==> config.mk <==
export PLATFORM = sky130hd
export DESIGN_NAME = multicycle_alu
export DESIGN_NICKNAME = d
export VERILOG_FILES = /design/src/rtl/multicycle_alu.sv
export SDC_FILE = /design/constraint.sdc
export NUM_CORES = 1
export LEC_CHECK = 0
export CAP_MARGIN = 20
export CORE_MARGIN = 2
export CORE_UTILIZATION = 25
export DETAILED_ROUTE_END_ITERATION = 10
export PLACE_DENSITY = 0.38
export SYNTH_ARGS = -nofsm -noshare
export SYNTH_HDL_FRONTEND = slang
export SYNTH_SLANG_ARGS = --single-unit
==> constraint.sdc <==
create_clock -name clk -period 6.85 [get_ports clk]
set_clock_uncertainty 0.1 [all_clocks]
set_input_delay 0.685 -clock clk [delete_from_list [all_inputs] [get_ports clk]]
set_output_delay 0.685 -clock clk [all_outputs]
set_load 0.005 [all_outputs]
==> src/rtl/multicycle_alu.sv <==
`timescale 1ns/1ps
`default_nettype none
// ============================================================================
// Module   : multicycle_alu
// Brief    : Decoding integer ALU for the RISKY execute stage. Add, sub, logic
//            and compare operations take one cycle. Shifts are iterative and
//            move at most SHIFT_PER_CYCLE bits per cycle.
// Revision : 1.0
// ============================================================================
module multicycle_alu #(
    parameter int XLEN            = 32,
    parameter int SHIFT_PER_CYCLE = 1
) (
    input  logic            clk,
    input  logic            rst,
    input  logic            start,
    input  logic [6:0]      opcode,
    input  logic [2:0]      funct3,
    input  logic [6:0]      funct7,
    input  logic [XLEN-1:0] a,
    input  logic [XLEN-1:0] b,
    output logic            busy,
    output logic            done,
    output logic [XLEN-1:0] result,
    output logic            sub_en,
    output logic            zero,
    output logic            lt,
    output logic            ltu,
    output logic            illegal
);

    localparam int         SH    = $clog2(XLEN);
    localparam logic [6:0] OP_R  = 7'b0110011;
    localparam logic [6:0] OP_I  = 7'b0010011;
    localparam logic [6:0] OP_B  = 7'b1100011;
    localparam logic [SH:0] SPC_C = SHIFT_PER_CYCLE[SH:0];

    typedef enum logic [1:0] {
        S_IDLE  = 2'd0,
        S_SHIFT = 2'd1,
        S_DONE  = 2'd2
    } state_t;

    state_t            state_q;
    logic [XLEN-1:0]   result_q;
    logic              done_q;
    logic              sub_en_q;
    logic              zero_q;
    logic              lt_q;
    logic              ltu_q;
    logic              illegal_q;

    // Shift working state and the flags captured at start for the shift op
    logic [XLEN-1:0]   work_q;
    logic [SH:0]       cnt_q;
    logic              left_q;
    logic              sra_q;
    logic              pend_sub_q;
    logic              pend_zero_q;
    logic              pend_lt_q;
    logic              pend_ltu_q;

    // ------------------------------------------------------------------
    // Decode
    // ------------------------------------------------------------------
    logic w_is_r;
    logic w_is_i;
    logic w_is_b;
    logic w_f7_zero_sh;
    logic w_f7_alt_sh;

    assign w_is_r = (opcode == OP_R);
    assign w_is_i = (opcode == OP_I);
    assign w_is_b = (opcode == OP_B);

    // On RV64 the low funct7 bit of an immediate shift is shamt[5]
    assign w_f7_zero_sh = (XLEN == 64) ? (funct7[6:1] == 6'b000000)
                                       : (funct7 == 7'b0000000);
    assign w_f7_alt_sh  = (XLEN == 64) ? (funct7[6:1] == 6'b010000)
                                       : (funct7 == 7'b0100000);

    logic illegal_d;
    always_comb begin
        illegal_d = 1'b0;
        if (w_is_r) begin
            illegal_d = !((funct7 == 7'b0000000) || (funct7 == 7'b0100000))
                     || ((funct7 == 7'b0100000)
                         && !((funct3 == 3'b000) || (funct3 == 3'b101)));
        end else if (w_is_i) begin
            illegal_d = ((funct3 == 3'b001) && !w_f7_zero_sh)
                     || ((funct3 == 3'b101) && !(w_f7_zero_sh || w_f7_alt_sh));
        end else if (w_is_b) begin
            illegal_d = (funct3 == 3'b010) || (funct3 == 3'b011);
        end else begin
            illegal_d = 1'b1;
        end
    end

    logic          sub_d;
    logic          shift_d;
    logic          left_d;
    logic          sra_d;
    logic [SH-1:0] shamt_d;

    assign sub_d   = !illegal_d && (w_is_b
                                 || (w_is_r && (funct7[5] || funct3[1]))
                                 || (w_is_i && funct3[1]));
    assign left_d  = (funct3 == 3'b001);
    assign sra_d   = (funct3 == 3'b101) && funct7[5];
    assign shift_d = !illegal_d && (w_is_r || w_is_i)
                  && ((funct3 == 3'b001) || (funct3 == 3'b101));
    assign shamt_d = b[SH-1:0];

    // ------------------------------------------------------------------
    // Single-cycle arithmetic and flags
    // ------------------------------------------------------------------
    logic [XLEN:0] w_diff;
    logic          w_zero_raw;
    logic          w_lt_raw;
    logic          w_ltu_raw;

    assign w_diff     = {1'b0, a} - {1'b0, b};
    assign w_ltu_raw  = w_diff[XLEN];
    assign w_zero_raw = (w_diff[XLEN-1:0] == '0);
    assign w_lt_raw   = (a[XLEN-1] ^ b[XLEN-1]) ? a[XLEN-1] : w_diff[XLEN-1];

    logic zero_d;
    logic lt_d;
    logic ltu_d;

    assign zero_d = sub_d && w_zero_raw;
    assign lt_d   = sub_d && w_lt_raw;
    assign ltu_d  = sub_d && w_ltu_raw;

    logic [XLEN-1:0] res_d;
    always_comb begin
        res_d = '0;
        if (w_is_b) begin
            res_d = w_diff[XLEN-1:0];
        end else begin
            case (funct3)
                3'b000:  res_d = sub_d ? w_diff[XLEN-1:0] : (a + b);
                3'b010:  res_d = {{(XLEN-1){1'b0}}, w_lt_raw};
                3'b011:  res_d = {{(XLEN-1){1'b0}}, w_ltu_raw};
                3'b100:  res_d = a ^ b;
                3'b110:  res_d = a | b;
                3'b111:  res_d = a & b;
                // Shifts that complete immediately (shamt == 0) pass a through
                default: res_d = a;
            endcase
        end
        if (illegal_d) begin
            res_d = '0;
        end
    end

    // ------------------------------------------------------------------
    // Iterative shift step
    // ------------------------------------------------------------------
    logic [SH:0]     w_step;
    logic [XLEN-1:0] w_shifted;

    assign w_step = (cnt_q > SPC_C) ? SPC_C : cnt_q;

    always_comb begin
        w_shifted = work_q;
        if (left_q) begin
            w_shifted = work_q << w_step;
        end else if (sra_q) begin
            w_shifted = $signed(work_q) >>> w_step;
        end else begin
            w_shifted = work_q >> w_step;
        end
    end

    // ------------------------------------------------------------------
    // Control FSM with registered outputs
    // ------------------------------------------------------------------
    always_ff @(posedge clk) begin
        if (rst) begin
            state_q     <= S_IDLE;
            result_q    <= '0;
            done_q      <= 1'b0;
            sub_en_q    <= 1'b0;
            zero_q      <= 1'b0;
            lt_q        <= 1'b0;
            ltu_q       <= 1'b0;
            illegal_q   <= 1'b0;
            work_q      <= '0;
            cnt_q       <= '0;
            left_q      <= 1'b0;
            sra_q       <= 1'b0;
            pend_sub_q  <= 1'b0;
            pend_zero_q <= 1'b0;
            pend_lt_q   <= 1'b0;
            pend_ltu_q  <= 1'b0;
        end else begin
            done_q <= 1'b0;
            case (state_q)
                S_IDLE: begin
                    if (start) begin
                        if (shift_d && (shamt_d != '0)) begin
                            work_q      <= a;
                            cnt_q       <= {1'b0, shamt_d};
                            left_q      <= left_d;
                            sra_q       <= sra_d;
                            pend_sub_q  <= sub_d;
                            pend_zero_q <= zero_d;
                            pend_lt_q   <= lt_d;
                            pend_ltu_q  <= ltu_d;
                            state_q     <= S_SHIFT;
                        end else begin
                            result_q  <= res_d;
                            sub_en_q  <= sub_d;
                            zero_q    <= zero_d;
                            lt_q      <= lt_d;
                            ltu_q     <= ltu_d;
                            illegal_q <= illegal_d;
                            done_q    <= 1'b1;
                            state_q   <= S_DONE;
                        end
                    end
                end
                S_SHIFT: begin
                    work_q <= w_shifted;
                    cnt_q  <= cnt_q - w_step;
                    if (cnt_q == w_step) begin
                        result_q  <= w_shifted;
                        sub_en_q  <= pend_sub_q;
                        zero_q    <= pend_zero_q;
                        lt_q      <= pend_lt_q;
                        ltu_q     <= pend_ltu_q;
                        illegal_q <= 1'b0;
                        done_q    <= 1'b1;
                        state_q   <= S_DONE;
                    end
                end
                S_DONE: begin
                    state_q <= S_IDLE;
                end
                default: begin
                    state_q <= S_IDLE;
                end
            endcase
        end
    end

    assign busy    = (state_q != S_IDLE);
    assign done    = done_q;
    assign result  = result_q;
    assign sub_en  = sub_en_q;
    assign zero    = zero_q;
    assign lt      = lt_q;
    assign ltu     = ltu_q;
    assign illegal = illegal_q;

endmodule
`default_nettype wire

==> key figures <==
Worst setup path
  – Critical R2R Launch: state_q[1]
  – CP Data Required Time: 7.04 ns
  – Crit path max fanout: 4
  – CP endpoint kind: flop
  – Critical Path AT: 6.41 ns
  – Crit Path Category: input pin to flop
  – CP startpoint: b[1]
  – CP startpoint kind: input pin

Timing
  – RSZ-0062 raised after global routing: false
  – TNS Setup: 0 ns
  – Worst setup margin: 0.625 ns
  – Worst Tran Pin Value: 1.06 ns
  – Setup violators final: 0
  – Min Tclk post-route: 6.22 ns
  – Final Hold Vio Count: 0
  – Max_slew headroom: 0.288
  – FMAX: 161 MHz
  – Part of the cycle the worst path needs: 0.909
  – Final slew viol count: 0

Die
  – Die X: 206 um
  – Cell Rows: 73
  – DIE AREA: 42400 um2
  – Initial core utilization: 0.255
  – IO Pins: 123
  – Core ar.: 40000 um2
  – Die height: 206 um

CTS
  – Hold_buf cts: 0
  – CTS tree: done
  – CTS Root Cell: clkbuf_16
  – # clock sinks: 84
  – Buffer count from post-CTS setup fixing: 0
  – # resized after CTS: 0
  – CTS Buf Count: 9
  – Clk pin slew, worst setup/hold paths: 0.07 ns
  – H-tree depth: 3
  – Clock Latency Late Sink: 0.36 ns
  – Max clock buf depth: 2

GRT
  – Grt ovf: 0
  – First-pass GRT wire length: 71.3 mm
  – Largest net degree at the start of global routing: 78
  – Vias in the first global route: 10800
  – Global Route Usage Sum: 0.226
  – Initial antenna violation count: 0

Cells and area
  – Filler cell count: 4429
  – Footprint of the multi-input gates: 7760 um2
  – # diodes: 0
  – Layout cells sized above 1: 0.0563
  – Nets: 1739
  – Area delta synth->final: 20.8%
  – Reg area: 1680 um2

Run status
  – Run status: complete, no violations

Drt
  – Initial DRC Count: 870
  – Drt total wl: 48.2 mm
  – Post-route DRC: 0
  – M1 WL: 24.1 mm
  – Top layer in use: met4
  – Met2 Wirelength: 21.5 mm
  – Vias: 11200
  – Wire length per cell: 23.3 um
  – Drt pass-1 iters: 6
  – Antenna-violating nets left: 0
  – WL met3: 2.11 mm
  – Vias per cell: 5.42

Logic synthesis
  – Number of flops mapped to enable cells by yosys: 0
  – Post-synth ARST share: 0
  – Cells after Synth: 1472
  – Sequential-to-total area share from yosys stat: 0.165
  – Syn nets: 1671
  – Post-synth cell types: 75
  – Leading area contributor after synthesis: dfxtp_1
  – Synthesized cell area: 10200 um2
  – Share of the synthesized area in the top cell type: 0.165
  – Post-Syn Area per Cell: 6.92 um2
  – Yosys warns: 0
  – Synth top area cells: dfxtp_1 (17%), ha_1 (14%), nor2_1 (7.3%)
  – Post-synth top flop: dfxtp_1
  – #FFs+latches synth: 84

Hold path
  – Hold Path Class: flop to flop
  – Hold Crit Start: pend_lt_q

Placed design
  – IO Port Bufs: 122
  – RD Place Congestion: 0.877
  – Dpl hpwl: 37.0 mm
  – Pre-CTS setup slack: 0.0559 ns

Pwr
  – Max IR drop VDD: 0.0000862 V
  – Leakage power: 4.67 nW
  – P per Cell Area: 140 nW/um2

Job
  – Max Cap Viol: 0
## per-layer routing
layer,vias to the layer above,global-route usage
li1,5419,-
met5,-,0
met4,0,0.0383
met1,5450,0.337
met2,311,0.358
met3,26,0.0183
## cell usage in the layout, fill, tap and decap left out, drive strengths merged, types with 5 or more instances in the layout
| master | synthesis | final |
|---|---|---|
| or3 | 7 | 7 |
| mux2i | 45 | 45 |
| buf | 24 | 46 |
| o311ai | 7 | 7 |
| nor3 | 37 | 37 |
| o31ai | 11 | 11 |
| o2111ai | 5 | 5 |
| a211o | 5 | 5 |
| o22ai | 25 | 25 |
| o21ai | 113 | 113 |
| a21o | 20 | 20 |
| and2 | 5 | 5 |
| nand3 | 26 | 26 |
| ha | 112 | 112 |
| inv | 101 | 101 |
| o21bai | 11 | 11 |
| a221o | 6 | 6 |
| and3 | 7 | 7 |
| nor2b | 12 | 12 |
| clkdlybuf4s50 | 0 | 119 |
| nand4 | 12 | 12 |
| clkbuf | 84 | 11 |
| a21oi | 149 | 149 |
| nor2 | 199 | 199 |
| nor4 | 13 | 13 |
| o211ai | 11 | 11 |
| xor2 | 6 | 6 |
| a311oi | 8 | 8 |
| a221oi | 15 | 15 |
| nand2b | 15 | 15 |
| nand2 | 98 | 98 |
| a211oi | 70 | 70 |
| a31oi | 15 | 15 |
| a22oi | 11 | 11 |
| dfxtp | 84 | 84 |
| xnor2 | 45 | 45 |
## through the flow
step                hold WS, ns  instances  cell area [um2]  utilization  power (mW)
finish                    0.352       2069            12300        0.308        1.72
floorplan                 0.327       1472            10200            -       0.919
global route              0.369       2069            12300        0.308        1.81
global placement          0.341       2054            12000        0.300        1.21
detailed placement        0.345       2054            12000        0.300        1.20
CTS                       0.352       2069            12300        0.307        1.73
## logic make-up after synthesis
family | synth area share
AO/OA/AOI/OAI | 0.324
XOR/XNOR | 0.0438
multiplexers | 0.0453
adder cells (fa/ha/maj) | 0.143
flip-flops | 0.165
buffers and inverters | 0.0790
AND/OR/NAND/NOR | 0.199
## registers in the layout (all words and copies together), names as in the netlist, 2 cells and up
name and count:
work_q 32, result 32, state_q 2, cnt_q 6
## power breakdown
part,switching (mW),internal (mW)
clock,0.226,0.291
combinational,0.432,0.265
sequential,0.00640,0.497
## synth_stat cells, types with 12 or more instances
master,count
a211oi_1,70
a21o_1,20
a21oi_1,148
a221oi_1,14
a31oi_1,15
buf_2,13
clkbuf_1,84
dfxtp_1,84
ha_1,112
inv_1,97
mux2i_1,45
nand2_1,98
nand2b_1,15
nand3_1,26
nand4_1,12
nor2_1,199
nor2b_1,12
nor3_1,37
nor4_1,12
o21ai_0,101
o21ai_1,12
o22ai_1,25
xnor2_1,45
## critical path, cell delays in order
cell and delay (ns):
clkdlybuf4s50_1 0.54, inv_1 0.14, ha_1 0.34, nor2_1 0.18, o311ai_1 0.18, a21oi_2 0.23, nand4_1 0.22, a2111oi_2 0.61
o31ai_1 0.18, o31ai_1 0.34, a21oi_1 0.12, nor2_1 0.10, nor2_1 0.06, fa_1 0.53, nor4b_1 0.35, nand4_1 0.14
or4_1 0.50, nor4_1 0.20, nand4_1 0.14, nor4_2 0.30, nand3_1 0.13, a21oi_1 0.18
## worst paths after layout
check                           depth (start not counted)  slack [ns]          end
worst max-delay path                                   22        0.63  pend_zero_q
worst max register to register                          7        3.18   result[17]
worst min register to register                          2        0.35    pend_lt_q
worst min-delay path                                    2        0.35    pend_lt_q
## layout make-up
cell class,count,share of cell area
Timing Repair Buffer,165,0.124
Multi-Input combinational cell,1178,0.631
Clock inverter,4,0.00407
Clock buffer,11,0.0197
Tap cell,525,0.0534
Inverter,102,0.0311
Sequential cell,84,0.137
Power figures use the tool's default switching activity.
